**src/rtl/control_sequencer.sv**
```systemverilog
// Multi-cycle instruction sequencer: IDLE/DECODE/EXEC/WAIT/WB (+TRAP), registered outputs, retire counter.
// Define ILLEGAL_TRAP_EN to trap on undefined opcodes; otherwise they execute as ADD.
module control_sequencer #(
  parameter int INSTR_W    = 8,
  parameter int OPCODE_W   = 4,
  parameter int REG_ADDR_W = 2,
  parameter int MULDIV_LAT = 4,
  parameter int CNT_W      = 16
) (
  input  logic                  clk,
  input  logic                  reset,
  input  logic                  instr_valid,
  output logic                  instr_ready,
  input  logic [INSTR_W-1:0]    instruction,
  output logic [2:0]            alu_op_select,
  output logic                  alu_sub,
  output logic                  alu_en,
  output logic [REG_ADDR_W-1:0] rd_addr,
  output logic [REG_ADDR_W-1:0] rs_addr,
  output logic                  reg_we,
  output logic                  busy,
  output logic                  illegal,
  output logic [CNT_W-1:0]      instr_count
);

  localparam int WAIT_W = (MULDIV_LAT > 1) ? $clog2(MULDIV_LAT) : 1;
  localparam logic [OPCODE_W-1:0] OPC_SUB   = OPCODE_W'(1);
  localparam logic [OPCODE_W-1:0] OPC_MUL   = OPCODE_W'(4);
  localparam logic [OPCODE_W-1:0] OPC_DIV   = OPCODE_W'(5);
  localparam logic [OPCODE_W-1:0] OPC_UNDEF = OPCODE_W'(6);
  localparam logic [WAIT_W-1:0]   WAIT_LOAD = WAIT_W'(MULDIV_LAT - 1);

  typedef enum logic [2:0] {
    S_IDLE, S_DECODE, S_EXEC, S_WAIT, S_WB, S_TRAP
  } state_t;

  state_t                state_q, state_d;
  logic [OPCODE_W-1:0]   opc_q, opc_d;
  logic [WAIT_W-1:0]     wait_q, wait_d;
  logic [2:0]            op_q, op_d;
  logic                  sub_q, sub_d;
  logic [REG_ADDR_W-1:0] rd_q, rd_d, rs_q, rs_d;
  logic [CNT_W-1:0]      cnt_q, cnt_d;
  logic                  ready_q, busy_q, en_q, we_q;
  logic                  is_muldiv;

  // Undefined opcodes decode as ADD in both builds.
  function automatic logic [2:0] decode_op(input logic [OPCODE_W-1:0] opc);
    if (opc < OPC_UNDEF) return 3'(opc);
    return 3'b000;
  endfunction

  assign is_muldiv = (opc_q == OPC_MUL) || (opc_q == OPC_DIV);

`ifdef ILLEGAL_TRAP_EN
  logic illegal_q, illegal_d;
`endif

  always_comb begin
    state_d = state_q;
    opc_d   = opc_q;
    wait_d  = wait_q;
    op_d    = op_q;
    sub_d   = sub_q;
    rd_d    = rd_q;
    rs_d    = rs_q;
    cnt_d   = cnt_q;
`ifdef ILLEGAL_TRAP_EN
    illegal_d = illegal_q;
`endif
    case (state_q)
      S_IDLE: begin
        // Fields decode straight from the input so they are visible in DECODE.
        if (instr_valid && ready_q) begin
          opc_d   = instruction[INSTR_W-1 -: OPCODE_W];
          op_d    = decode_op(opc_d);
          sub_d   = (opc_d == OPC_SUB);
          rd_d    = instruction[2*REG_ADDR_W-1:REG_ADDR_W];
          rs_d    = instruction[REG_ADDR_W-1:0];
          state_d = S_DECODE;
        end
      end
      S_DECODE: begin
        state_d = S_EXEC;
`ifdef ILLEGAL_TRAP_EN
        if (opc_q >= OPC_UNDEF) begin
          state_d   = S_TRAP;
          illegal_d = 1'b1;
        end
`endif
      end
      S_EXEC: begin
        if (is_muldiv) begin
          state_d = S_WAIT;
          wait_d  = WAIT_LOAD;
        end else begin
          state_d = S_WB;
          cnt_d   = cnt_q + CNT_W'(1);
        end
      end
      S_WAIT: begin
        if (wait_q == '0) begin
          state_d = S_WB;
          cnt_d   = cnt_q + CNT_W'(1);
        end else begin
          wait_d = wait_q - WAIT_W'(1);
        end
      end
      S_WB:    state_d = S_IDLE;
      S_TRAP:  state_d = S_TRAP;
      default: state_d = S_IDLE;
    endcase
  end

  // Output strobes are registered from the next state so they align with it.
  always_ff @(posedge clk) begin
    if (reset) begin
      state_q <= S_IDLE;
      opc_q   <= '0;
      wait_q  <= '0;
      op_q    <= '0;
      sub_q   <= 1'b0;
      rd_q    <= '0;
      rs_q    <= '0;
      cnt_q   <= '0;
      ready_q <= 1'b0;
      busy_q  <= 1'b0;
      en_q    <= 1'b0;
      we_q    <= 1'b0;
`ifdef ILLEGAL_TRAP_EN
      illegal_q <= 1'b0;
`endif
    end else begin
      state_q <= state_d;
      opc_q   <= opc_d;
      wait_q  <= wait_d;
      op_q    <= op_d;
      sub_q   <= sub_d;
      rd_q    <= rd_d;
      rs_q    <= rs_d;
      cnt_q   <= cnt_d;
      ready_q <= (state_d == S_IDLE);
      busy_q  <= (state_d != S_IDLE);
      en_q    <= (state_d == S_EXEC);
      we_q    <= (state_d == S_WB);
`ifdef ILLEGAL_TRAP_EN
      illegal_q <= illegal_d;
`endif
    end
  end

  assign instr_ready   = ready_q;
  assign busy          = busy_q;
  assign alu_en        = en_q;
  assign reg_we        = we_q;
  assign alu_op_select = op_q;
  assign alu_sub       = sub_q;
  assign rd_addr       = rd_q;
  assign rs_addr       = rs_q;
  assign instr_count   = cnt_q;
`ifdef ILLEGAL_TRAP_EN
  assign illegal = illegal_q;
`else
  assign illegal = 1'b0;
`endif

endmodule

```
**config.mk**
```make
export PLATFORM = sky130hd
export DESIGN_NAME = control_sequencer
export DESIGN_NICKNAME = d
export VERILOG_FILES = /design/src/rtl/control_sequencer.sv
export SDC_FILE = /design/constraint.sdc
export NUM_CORES = 1
export LEC_CHECK = 0
export CELL_PAD_IN_SITES_DETAIL_PLACEMENT = 1
export CELL_PAD_IN_SITES_GLOBAL_PLACEMENT = 1
export CORE_MARGIN = 1
export CORE_UTILIZATION = 35
export DETAILED_ROUTE_END_ITERATION = 16
export GPL_TIMING_DRIVEN = 0
export PLACE_DENSITY_LB_ADDON = 0.1
export SLEW_MARGIN = 20
export SYNTH_ARGS = -nofsm -noshare
export SYNTH_HDL_FRONTEND = slang
export SYNTH_SLANG_ARGS = --single-unit
export TNS_END_PERCENT = 10
```
**constraint.sdc**
```tcl
create_clock -name clk -period 2.1 [get_ports clk]
set_input_delay 0.42 -clock clk [delete_from_list [all_inputs] [get_ports clk]]
set_output_delay 0.42 -clock clk [all_outputs]
set_load 0.005 [all_outputs]
```
==> results_dict.tcl <==
set metrics [dict create \
    status "finished clean" \
    diodes 0 \
    layout_common_cells "37 x clkdlybuf4s50_1, 36 x dfxtp_1, 26 x nand2_1, 25 x a21oi_1" \
    antenna_found_initial 0 \
    rows 23 \
    synth_fa_ha_area_frac 0.01610 \
    worstPathRequired_ps 2320 \
    dieArea_um2 4711 \
    power-per-cell-area_nw_per_um2 657.8 \
    synth_xor_area_frac 0.02254 \
    drt_first_iter_violations 31 \
    wl_per_cell_um 14.58 \
    syn_area_um2 1554 \
    clock_skew_ps 2.798 \
    area_growth_pct 33.66 \
    layout_setup_ws_ps 165.8 \
    numCtsBuffers 5 \
    rsz0062_at_grt "no" \
    r2r_slack_ps 170 \
    ys_ff_latch 36 \
    die_h_um 68.64 \
    port_buffers 37 \
    io_pins 40 \
    clockBufferDepth 2 \
    worst_pin_slew_ps 523.0 \
    dpl.hpwl_mm 2.978 \
    clk_transition_reported_paths_ps 70 \
    first_pass_iters 4 \
    core_um2 4144 \
    drt_wl_total_mm 4.025 \
    drive_gt1_frac 0.06195 \
    final_common_cell "clkdlybuf4s50_1" \
    ys.flop_type "dfxtp_1" \
    grt_max_degree 11 \
    critPathArrivalTime_ps 2160 \
    fillers 495 \
    setup-violations-final 0 \
    final_max_slew_viol_count 0 \
    avgViaCountPerCell 5.290 \
    slew_headroom 0.6476 \
    clock.fmax_mhz 517.0 \
    hold_viol 0 \
    start_util 0.3750 \
    post_cts_resized 0 \
    synth_mux_area_frac 0.006441 \
    grt_pass1_wl_mm 6.755 \
    synth_compound_area_frac 0.1465 \
    period_minus_slack_ps 1934 \
    synth_top_family_by_area "simple AND/OR/NAND/NOR gates" \
    h-tree-depth 2 \
    setup_tns_ps 0 \
    min_period_over_period 0.9210 \
    p_leak_nw 0.6670 \
    grt_pass1_vias 1503 \
    cts_tree "yes" \
    synth_fp_nets 194 \
    synth-simple-area-share 0.3084 \
    ctsRootBufferMaster "clkbuf_8" \
    cts.sinks 36 \
    seq_area_frac_synth 0.4638 \
    critPathCaptureType "register" \
    synth_edf_count 0 \
    cts_hold_buf 0 \
    crit_type "register to register" \
    num_vias 1460 \
    crit_fanout 5 \
    netlist_instances 181 \
    clk_latency_ps 290 \
    hold_class "register to register" \
    maxCapViolCount 0 \
    finalCoreUtilization 0.5012 \
    cts_setup_buffers 0 \
    post-place-ws_ps 48.76 \
    yosys.cell_types.count 42 \
    ir_drop_mv 0.3240 \
    worst_setup_path_start_kind "register" \
    fin_nets 238 \
    grt_util_all_layers 0.1988 \
    routabilityCongestion 0.7183 \
    drc 0 \
    ant_nets 0 \
    grt-ovfl-total 0 \
    syn_area_per_cell_um2 8.586 \
    synth_warnings 0 \
    die_x_um 68.64 \
    synthArstFlopShare 0 \
]
==> path summary, 6_finish.rpt <==
path	from	to	cells after the start
hold / removal	alu_sub	alu_sub	2
hold reg to reg	alu_sub	alu_sub	2
setup / recovery	wait_q[0]	instr_count[15]	6
setup reg to reg	wait_q[0]	instr_count[15]	6
==> cell usage after synthesis, types with 2 or more instances <==
| library cell | instances | area [µm²] |
|---|---|---|
| o21ai_0 | 10 | 50.05 |
| clkbuf_1 | 7 | 26.28 |
| nor2_1 | 10 | 37.54 |
| ha_1 | 2 | 25.02 |
| xor2_1 | 2 | 17.52 |
| and3_1 | 2 | 12.51 |
| inv_1 | 2 | 7.510 |
| dfxtp_1 | 36 | 720.7 |
| or3_1 | 8 | 50.05 |
| or2b_1 | 2 | 15.01 |
| nand4_1 | 3 | 18.77 |
| a211oi_1 | 2 | 15.01 |
| xnor2_1 | 2 | 17.52 |
| or4b_2 | 2 | 20.02 |
| a21oi_1 | 25 | 125.1 |
| nor3_1 | 3 | 15.01 |
| o31ai_1 | 2 | 15.01 |
| and4_1 | 4 | 35.03 |
| nand3_1 | 8 | 40.04 |
| nand2_1 | 26 | 97.59 |
| nand2b_1 | 2 | 12.51 |
==> sequential cells by signal, indices dropped and copies added, names as in the netlist <==
signal and cells:
alu_en 1, alu_op_select 3, alu_sub 1, busy 1
instr_count 16, instr_ready 1, opc_q 3, rd_addr 2
reg_we 1, rs_addr 2, state_q 3, wait_q 2
==> final cells by class <==
class | instances | area (µm²) | area share
Buffer | 9 | 45.04 | 0.02169
Sequential cell | 36 | 720.7 | 0.3470
Inverter | 2 | 7.507 | 0.003614
Tap cell | 50 | 62.56 | 0.03012
Multi-Input combinational cell | 134 | 780.7 | 0.3759
Timing Repair Buffer | 37 | 370.4 | 0.1783
Clock buffer | 8 | 90.09 | 0.04337
==> cell families after synthesis <==
kind of cell / Yosys count
buf+inv: 11
flops: 36
simple gates: 84
xor+xnor: 4
other cells: 1
compound gates: 42
mux: 1
fa+ha+maj: 2
==> metal layers <==
metal  part of all wire  wire length, µm  GRT usage  vias to the layer above
li1                   -                -          -                      732
met1               0.45             1816     0.2200                      694
met2               0.50             1994     0.3529                       27
met3              0.039              155    0.06414                        7
met4              0.015               59    0.07031                        0
met5                  0                0          0                        -
==> worst max-delay path, cell delays in order (launching register included) <==
cell	delay [ps]
dfxtp_1	310
inv_1	100
ha_1	200
nor2b_2	70
or4_4	520
or4b_1	520
a21oi_1	150
==> power breakdown <==
group	total (mW)	internal (mW)	switching [mW]
registers	0.722	0.704	0.0174
clock network	0.515	0.268	0.247
logic	0.130	0.0663	0.0634
total	1.37	1.04	0.328
==> metrics by stage <==
step / area, µm² / hold slack [ps] / std cells / power [mW]
floorplan: 1554 / 439.5 / 181 / 0.7974
global placement: 1987 / 443.4 / 268 / 0.8614
detailed placement: 1987 / 446.9 / 268 / 0.8677
CTS: 2077 / 456.8 / 276 / 1.385
global route: 2077 / 494.6 / 276 / 1.441
finish: 2077 / 456.8 / 276 / 1.366
Power figures use the tool's default switching activity.
